**config.mk**
```make
export PLATFORM = sky130hd
export DESIGN_NAME = io_port_bridge
export DESIGN_NICKNAME = d
export VERILOG_FILES = /design/src/rtl/io_port_bridge.sv
export SDC_FILE = /design/constraint.sdc
export NUM_CORES = 1
export LEC_CHECK = 0
export ABC_AREA = 1
export BUFFER_PORTS_ARGS = -buffer_cell sky130_fd_sc_hd__buf_2
export CAP_MARGIN = 5
export CORE_MARGIN = 2
export CORE_UTILIZATION = 25
export CTS_BUF_LIST = sky130_fd_sc_hd__clkbuf_4
export DETAILED_ROUTE_END_ITERATION = 7
export SYNTH_ARGS = -nofsm -noshare
export SYNTH_HDL_FRONTEND = slang
export SYNTH_SLANG_ARGS = --single-unit
```
**constraint.sdc**
```tcl
create_clock -name clk -period 3.03 [get_ports clk]
set_input_delay 0.303 -clock clk [delete_from_list [all_inputs] [get_ports clk]]
set_output_delay 0.303 -clock clk [all_outputs]
set_load 0.01 [all_outputs]
```
**src/rtl/io_port_bridge.sv**
```systemverilog
// io_port_bridge: external-side endpoint of the CPU I/O port.
// Input FIFO feeds In_Port, output FIFO captures Out_Port writes, and a
// small FSM raises a one-cycle interupt pulse when input data arrives.
module io_port_bridge #(
  parameter int unsigned WIDTH  = 16,
  parameter int unsigned DEPTH  = 4,
  parameter int unsigned IRQ_EN = 1
) (
  input  logic             clk,
  input  logic             reset,
  // external producer -> input FIFO
  input  logic [WIDTH-1:0] ext_in_data,
  input  logic             ext_in_valid,
  output logic             ext_in_ready,
  // CPU side
  output logic [WIDTH-1:0] In_Port,
  input  logic             in_ack,
  input  logic [WIDTH-1:0] Out_Port,
  input  logic             out_wr,
  // output FIFO -> external consumer
  output logic [WIDTH-1:0] ext_out_data,
  output logic             ext_out_valid,
  input  logic             ext_out_ready,
  // status
  output logic             interupt,
  output logic             out_overflow
);

  localparam int unsigned AW = (DEPTH > 1) ? $clog2(DEPTH) : 1;
  localparam int unsigned CW = AW + 1;
  localparam logic [CW-1:0] FullCnt = CW'(DEPTH);
  localparam logic [AW-1:0] PtrOne  = AW'(1);
  localparam logic [CW-1:0] CntOne  = CW'(1);

  typedef enum logic [1:0] {
    StIdle,
    StPulse,
    StArmed
  } irq_state_e;

  // ---------------------------------------------------------------------------
  // Input FIFO state
  // ---------------------------------------------------------------------------
  logic [WIDTH-1:0] r_in_mem [DEPTH];
  logic [AW-1:0]    r_in_wptr;
  logic [AW-1:0]    r_in_rptr;
  logic [CW-1:0]    r_in_cnt;
  logic [WIDTH-1:0] r_in_last;

  logic             w_in_full;
  logic             w_in_empty;
  logic             w_in_push;
  logic             w_in_pop;
  logic [CW-1:0]    w_in_cnt_next;

  // ---------------------------------------------------------------------------
  // Output FIFO state
  // ---------------------------------------------------------------------------
  logic [WIDTH-1:0] r_out_mem [DEPTH];
  logic [AW-1:0]    r_out_wptr;
  logic [AW-1:0]    r_out_rptr;
  logic [CW-1:0]    r_out_cnt;
  logic             r_out_overflow;

  logic             w_out_full;
  logic             w_out_empty;
  logic             w_out_push;
  logic             w_out_pop;
  logic             w_out_drop;
  logic [CW-1:0]    w_out_cnt_next;

  // ---------------------------------------------------------------------------
  // Interrupt FSM state
  // ---------------------------------------------------------------------------
  irq_state_e r_irq_state;
  irq_state_e w_irq_state_next;
  logic       w_irq;

  // Input FIFO handshake decode; ready depends only on the registered count.
  always_comb begin
    w_in_full  = (r_in_cnt == FullCnt);
    w_in_empty = (r_in_cnt == '0);
    w_in_push  = ext_in_valid && !w_in_full;
    w_in_pop   = in_ack && !w_in_empty;
    w_in_cnt_next = r_in_cnt;
    unique case ({w_in_push, w_in_pop})
      2'b10:   w_in_cnt_next = r_in_cnt + CntOne;
      2'b01:   w_in_cnt_next = r_in_cnt - CntOne;
      default: w_in_cnt_next = r_in_cnt;
    endcase
  end

  // Input FIFO storage, pointers, count and the last-popped holding word.
  always_ff @(posedge clk) begin
    if (reset) begin
      for (int i = 0; i < int'(DEPTH); i++) begin
        r_in_mem[i] <= '0;
      end
      r_in_wptr <= '0;
      r_in_rptr <= '0;
      r_in_cnt  <= '0;
      r_in_last <= '0;
    end else begin
      if (w_in_push) begin
        r_in_mem[r_in_wptr] <= ext_in_data;
        r_in_wptr           <= r_in_wptr + PtrOne;
      end
      if (w_in_pop) begin
        r_in_last <= r_in_mem[r_in_rptr];
        r_in_rptr <= r_in_rptr + PtrOne;
      end
      r_in_cnt <= w_in_cnt_next;
    end
  end

  // Output FIFO decode; a full FIFO still accepts a write when the head pops.
  always_comb begin
    w_out_full  = (r_out_cnt == FullCnt);
    w_out_empty = (r_out_cnt == '0);
    w_out_pop   = !w_out_empty && ext_out_ready;
    w_out_push  = out_wr && (!w_out_full || w_out_pop);
    w_out_drop  = out_wr && !w_out_push;
    w_out_cnt_next = r_out_cnt;
    unique case ({w_out_push, w_out_pop})
      2'b10:   w_out_cnt_next = r_out_cnt + CntOne;
      2'b01:   w_out_cnt_next = r_out_cnt - CntOne;
      default: w_out_cnt_next = r_out_cnt;
    endcase
  end

  // Output FIFO storage, pointers, count and sticky overflow flag.
  always_ff @(posedge clk) begin
    if (reset) begin
      for (int i = 0; i < int'(DEPTH); i++) begin
        r_out_mem[i] <= '0;
      end
      r_out_wptr     <= '0;
      r_out_rptr     <= '0;
      r_out_cnt      <= '0;
      r_out_overflow <= 1'b0;
    end else begin
      if (w_out_push) begin
        r_out_mem[r_out_wptr] <= Out_Port;
        r_out_wptr            <= r_out_wptr + PtrOne;
      end
      if (w_out_pop) begin
        r_out_rptr <= r_out_rptr + PtrOne;
      end
      r_out_cnt <= w_out_cnt_next;
      if (w_out_drop) begin
        r_out_overflow <= 1'b1;
      end
    end
  end

  // Interrupt state register.
  always_ff @(posedge clk) begin
    if (reset) begin
      r_irq_state <= StIdle;
    end else begin
      r_irq_state <= w_irq_state_next;
    end
  end

  // Interrupt next-state: IDLE is only entered with an empty input FIFO, so
  // a nonzero count seen in IDLE marks the start of a new non-empty episode.
  // Using the registered count places the pulse one cycle after the push.
  always_comb begin
    w_irq_state_next = r_irq_state;
    w_irq            = 1'b0;
    unique case (r_irq_state)
      StIdle: begin
        if ((IRQ_EN != 0) && (r_in_cnt != '0)) begin
          w_irq_state_next = StPulse;
        end
      end
      StPulse: begin
        w_irq            = 1'b1;
        w_irq_state_next = StArmed;
      end
      StArmed: begin
        if (r_in_cnt == '0) begin
          w_irq_state_next = StIdle;
        end
      end
      default: begin
        w_irq_state_next = StIdle;
      end
    endcase
  end

  // Output drive: everything derives from registered state only.
  always_comb begin
    ext_in_ready  = !w_in_full;
    In_Port       = w_in_empty ? r_in_last : r_in_mem[r_in_rptr];
    ext_out_valid = !w_out_empty;
    ext_out_data  = r_out_mem[r_out_rptr];
    interupt      = (IRQ_EN != 0) ? w_irq : 1'b0;
    out_overflow  = r_out_overflow;
  end

endmodule

```
# --- Word level (Yosys, flattened, before mapping) ---
# Memories as Yosys holds them, arrays and structs flattened. A register that Yosys moved wholly into a read port is not among the register bits.
# Cells that the tools add are included.
totals:
  register_bits: 33
  in_bits: 38
  n_memories: 2
  out_inout_bits: 36
  word_cells: 74
  ramBits: 128
memory_table:
  columns: ["name", "words", "width", "read_ports", "rd_ports_with_merged_regs", "write_ports", "line_no", "source"]
  rows:
  - ["r_in_mem", 4, 16, 1, 1, 4, "44", "logic [WIDTH-1:0] r_in_mem [DEPTH];"]
  - ["r_out_mem", 4, 16, 1, 1, 4, "59", "logic [WIDTH-1:0] r_out_mem [DEPTH];"]
op_classes:
  n_eq_ne: 10
  mux: 25
  reduce_logical: 20
  add_sub_neg: 8
op_table:
  columns: ["cell", "n"]
  rows:
  - ["16-bit two-way mux", 3]
  - ["16-bit OR reduction", 2]
  - ["2-bit two-way mux", 8]
  - ["3-bit case mux with 2 select lines", 2]
  - ["1-bit two-way mux", 11]
  - ["2-bit by 1-bit adder with 2-bit output (second input constant)", 4]
  - ["3-bit by 1-bit adder with 3-bit output (second input constant)", 2]
  - ["2-bit by 1-bit == test with 1-bit output (second input constant)", 3]
  - ["2-bit == test (second input constant)", 3]
  - ["3-bit == test (second input constant)", 2]
  - ["3-bit zero test", 2]
  - ["2-bit case mux with 3 select lines", 1]
  - ["3-bit by 1-bit subtractor with 3-bit output (second input constant)", 2]
  - ["1-bit logical AND", 5]
  - ["1-bit zero test", 5]
  - ["2-bit != test (second input constant)", 2]
  - ["2-bit nonzero test", 2]
  - ["3-bit nonzero test", 1]
  - ["2-bit zero test", 1]
  - ["2-bit AND reduction", 1]
  - ["1-bit logical OR", 1]

# --- Longest topological paths before layout ---
logic_depth:
  ltp_word: 10
  mapped_depth: 12
  mapped_depth_nobuf: 12

# --- Worst setup path after synthesis ---
# No wires, ideal clock.
synth_timing:
  path_type: "register to register"
  startpoint: "register r_in_wptr[0]"
  endpoint: "memory r_in_mem[1][0] (enable)"
  t_required_ns: 2.619
  arrival_time_ns: 1.906
  path_stages_with_launch: 5
  setup_slack_ns: 0.713
  path_cell_list: "dfxtp_1 > inv_2 > nor2_1 > inv_2 > o21ai_0"
synth_rtl:
  columns: ["item", "line_no", "source"]
  rows:
  - ["start: declaration", "45", "logic [AW-1:0] r_in_wptr;"]
  - ["start signal: assignment", "106", "r_in_wptr <= r_in_wptr + PtrOne;"]
  - ["end: declaration", "44", null]

==> results_dict.tcl <==
set metrics [dict create \
    status "complete, no violations" \
    yosys_warnings 0 \
    synth_edf_count 128 \
    syn_area_per_cell_um2 9.20 \
    synth_seq_cells 165 \
    gr-total-overflow 0 \
    syn_nets 913 \
    drive_gt1_frac 0.206 \
    seq_area_frac_synth 0.572 \
    fin_skew_ns 0.0224 \
    die-area_um2 33500 \
    peakVddDrop_v 0.000227 \
    num_rows 65 \
    io_pins 74 \
    ys.flop_type "edfxtp_1" \
    htreeDepth 4 \
    reg2reg_depth 12 \
    clk_latency_ns 0.57 \
    ant_nets 0 \
    rrSetupSlack_ns 0.85 \
    yosysMostFrequentCell "nor2_1" \
    gp_congestion 0.771 \
    crit_type "reg -> out" \
    coreArea_um2 31600 \
    track_usage 0.110 \
    routedWlPerCell_um 13.0 \
    reg2reg_from "r_in_cnt[2]$_SDFFE_PP0P_" \
    drt-total-wl_um 17700 \
    rsz0062_at_grt "false" \
    min_period_ns 2.56 \
    postLayoutCoreUtil 0.289 \
    grt_max_degree 38 \
    hold_class "in -> reg" \
    hold_depth 3 \
    firstDrtPassIters 5 \
    yosys.cell_types.count 34 \
    layout.nets 995 \
    start_util 0.254 \
    dp_slack_ns 0.859 \
    cp.required_ns 2.73 \
    netlist_instances 871 \
    critPathMaxFanout 37 \
    synth_async_sr_flop_share 0 \
    fin_setup_tns_ns 0 \
    vias_per_cell 4.16 \
    setup_viol_count_final 0 \
    cts_made_buffers 17 \
    leakage_nw 3.99 \
    die_w_um 183 \
    holdPathEnd "r_in_mem[3][7]$_DFFE_PP_" \
    clock-sinks 165 \
    hold_slack_ns 0.0668 \
    drc_errors 0 \
    post_cts_resized 0 \
    max-clock-path-buffers 2 \
    synth_top_area_frac 0.480 \
    syn-cell-area_um2 8010 \
    yosys-top-cells-area "edfxtp_1 48%, dfxtp_1 9.2%, nor2_1 7.7%" \
    dr.first_iter.drc_count 347 \
    min_from "ext_in_data[7]" \
    finalMaxSlewViolations 0 \
    maxCapViolCount 0 \
    cp-start-kind "flop" \
    relSlewSlack 0.506 \
    synth_top_cells_by_count "164 x nor2_1, 140 x nand2_1, 128 x edfxtp_1" \
    io_buffers 73 \
    cts_tree "done" \
    grt_first_pass_wirelength_um 28200 \
    netlist.top_cell.by_area "edfxtp_1" \
    clk_pin_slew_ns 0.13 \
    syn_to_final_growth_pct 14.0 \
    clockRootBuffer "clkbuf_4" \
    hold_violations 0 \
    fin_ws_ns 0.470 \
    die_height_um 183 \
    worst_pin_slew_ns 0.741 \
    grt_pass1_vias 5472 \
    clock.fmax_mhz 391 \
    worst-endpoint-arrival_ns 2.26 \
    dp_hpwl_um 11600 \
    crit_path_end_kind "output pin" \
    antenna_found_initial 3 \
    vias 5697 \
    fin_crit_sh 0.845 \
    pwr_density_cell_nw_per_um2 702 \
    regToRegEndpoint "r_in_cnt[2]$_SDFFE_PP0P_" \
]
cell type report:
cell class | count | area (um2)
Sequential cell | 165 | 4590
Multi-Input combinational cell | 522 | 2650
Fill cell | 3321 | 22400
Antenna cell | 2 | 5.00
Clock inverter | 13 | 101
Clock buffer | 18 | 135
Inverter | 144 | 553
Tap cell | 402 | 503
Timing Repair Buffer | 103 | 606
worst max-delay path, stage by stage, from the launching register on:
cell	delay (ns)
dfxtp_2	0.74
buf_4	0.31
or2_1	0.12
nand3_1	0.06
nand2_1	0.11
nand2_1	0.05
o21ai_0	0.11
buf_2	0.18
cells in the final DEF (no fill, tap or decap), types with 6 or more instances in the layout:
master         synthesis  layout
nor2_8                10      10
nand2_4               14      14
inv_2                 14      14
edfxtp_1             128     128
dlygate4sd3_1          0       6
nor2_2                21      21
o22ai_1               16      16
o21ai_1                7      14
nor3_1                32      32
a21oi_1               11      11
inv_1                127     127
nor2_1               164     164
nand3_1               21      21
clkbuf_4               0      18
or2_2                  6       6
buf_4                  0      24
dfxtp_1               37      36
nand2_1              140     140
or2_1                 10      10
o21ai_0               56      49
buf_2                 17      73
sequential cells by signal, summed over array words and instances, names as in the netlist, named ones only:
register	flops
r_in_wptr	2
r_out_mem	64
r_out_rptr	2
r_out_cnt	3
r_in_cnt	3
r_out_wptr	2
r_in_rptr	2
r_in_mem	64
out_overflow	1
r_irq_state	2
r_in_last	16
worst max path at each step:
| stage | start | endpoint | slack, ns | cells after the start |
|---|---|---|---|---|
| floorplan | r_in_wptr[0]$_SDFFE_PP0P_ | r_in_mem[1][0]$_SDFFCE_PN0P_ | 0.71 | 4 |
| finish | flop | In_Port[8] | 0.47 | 7 |
| global route | flop | In_Port[8] | 0.20 | 7 |
| CTS | flop | In_Port[8] | 0.37 | 7 |
| global placement | r_in_cnt[2]$_SDFFE_PP0P_ | r_in_cnt[2]$_SDFFE_PP0P_ | 0.89 | 12 |
| detailed placement | r_in_cnt[2]$_SDFFE_PP0P_ | r_in_cnt[2]$_SDFFE_PP0P_ | 0.86 | 12 |
per-stage QoR:
step	instances	power (mW)	instance area (um2)
2_1_floorplan	871	4.58	8010
5_1_grt	1368	6.89	9130
3_5_place_dp	1330	5.36	8830
6_report	1369	6.41	9140
4_1_cts	1367	6.51	9130
3_3_place_gp	1330	5.33	8830
timing repair:
action                    in CTS  in global routing
setup buffers                  0                  0
hold buffers                   6                  0
hold endpoints to repair       6                  0
power breakdown:
part	internal (mW)	switching (mW)
logic	0.785	1.57
registers	2.77	0.154
clock network	0.342	0.793
kinds of logic after synthesis:
family | after synthesis | share of synthesized area
simple gates | 425 | 0.260
buf+inv | 184 | 0.0975
flops | 165 | 0.572
compound gates | 92 | 0.0608
fa+ha+maj | 4 | 0.00812
xor+xnor | 1 | 0.00109
metal layers:
metal	track usage	up-vias	routed length, um
met5	0	-	16
met4	0.0429	2	314
met3	0.0274	23	840
met2	0.186	109	8760
met1	0.134	2629	7800
li1	-	2934	-
(Power assumes the default switching activity.)
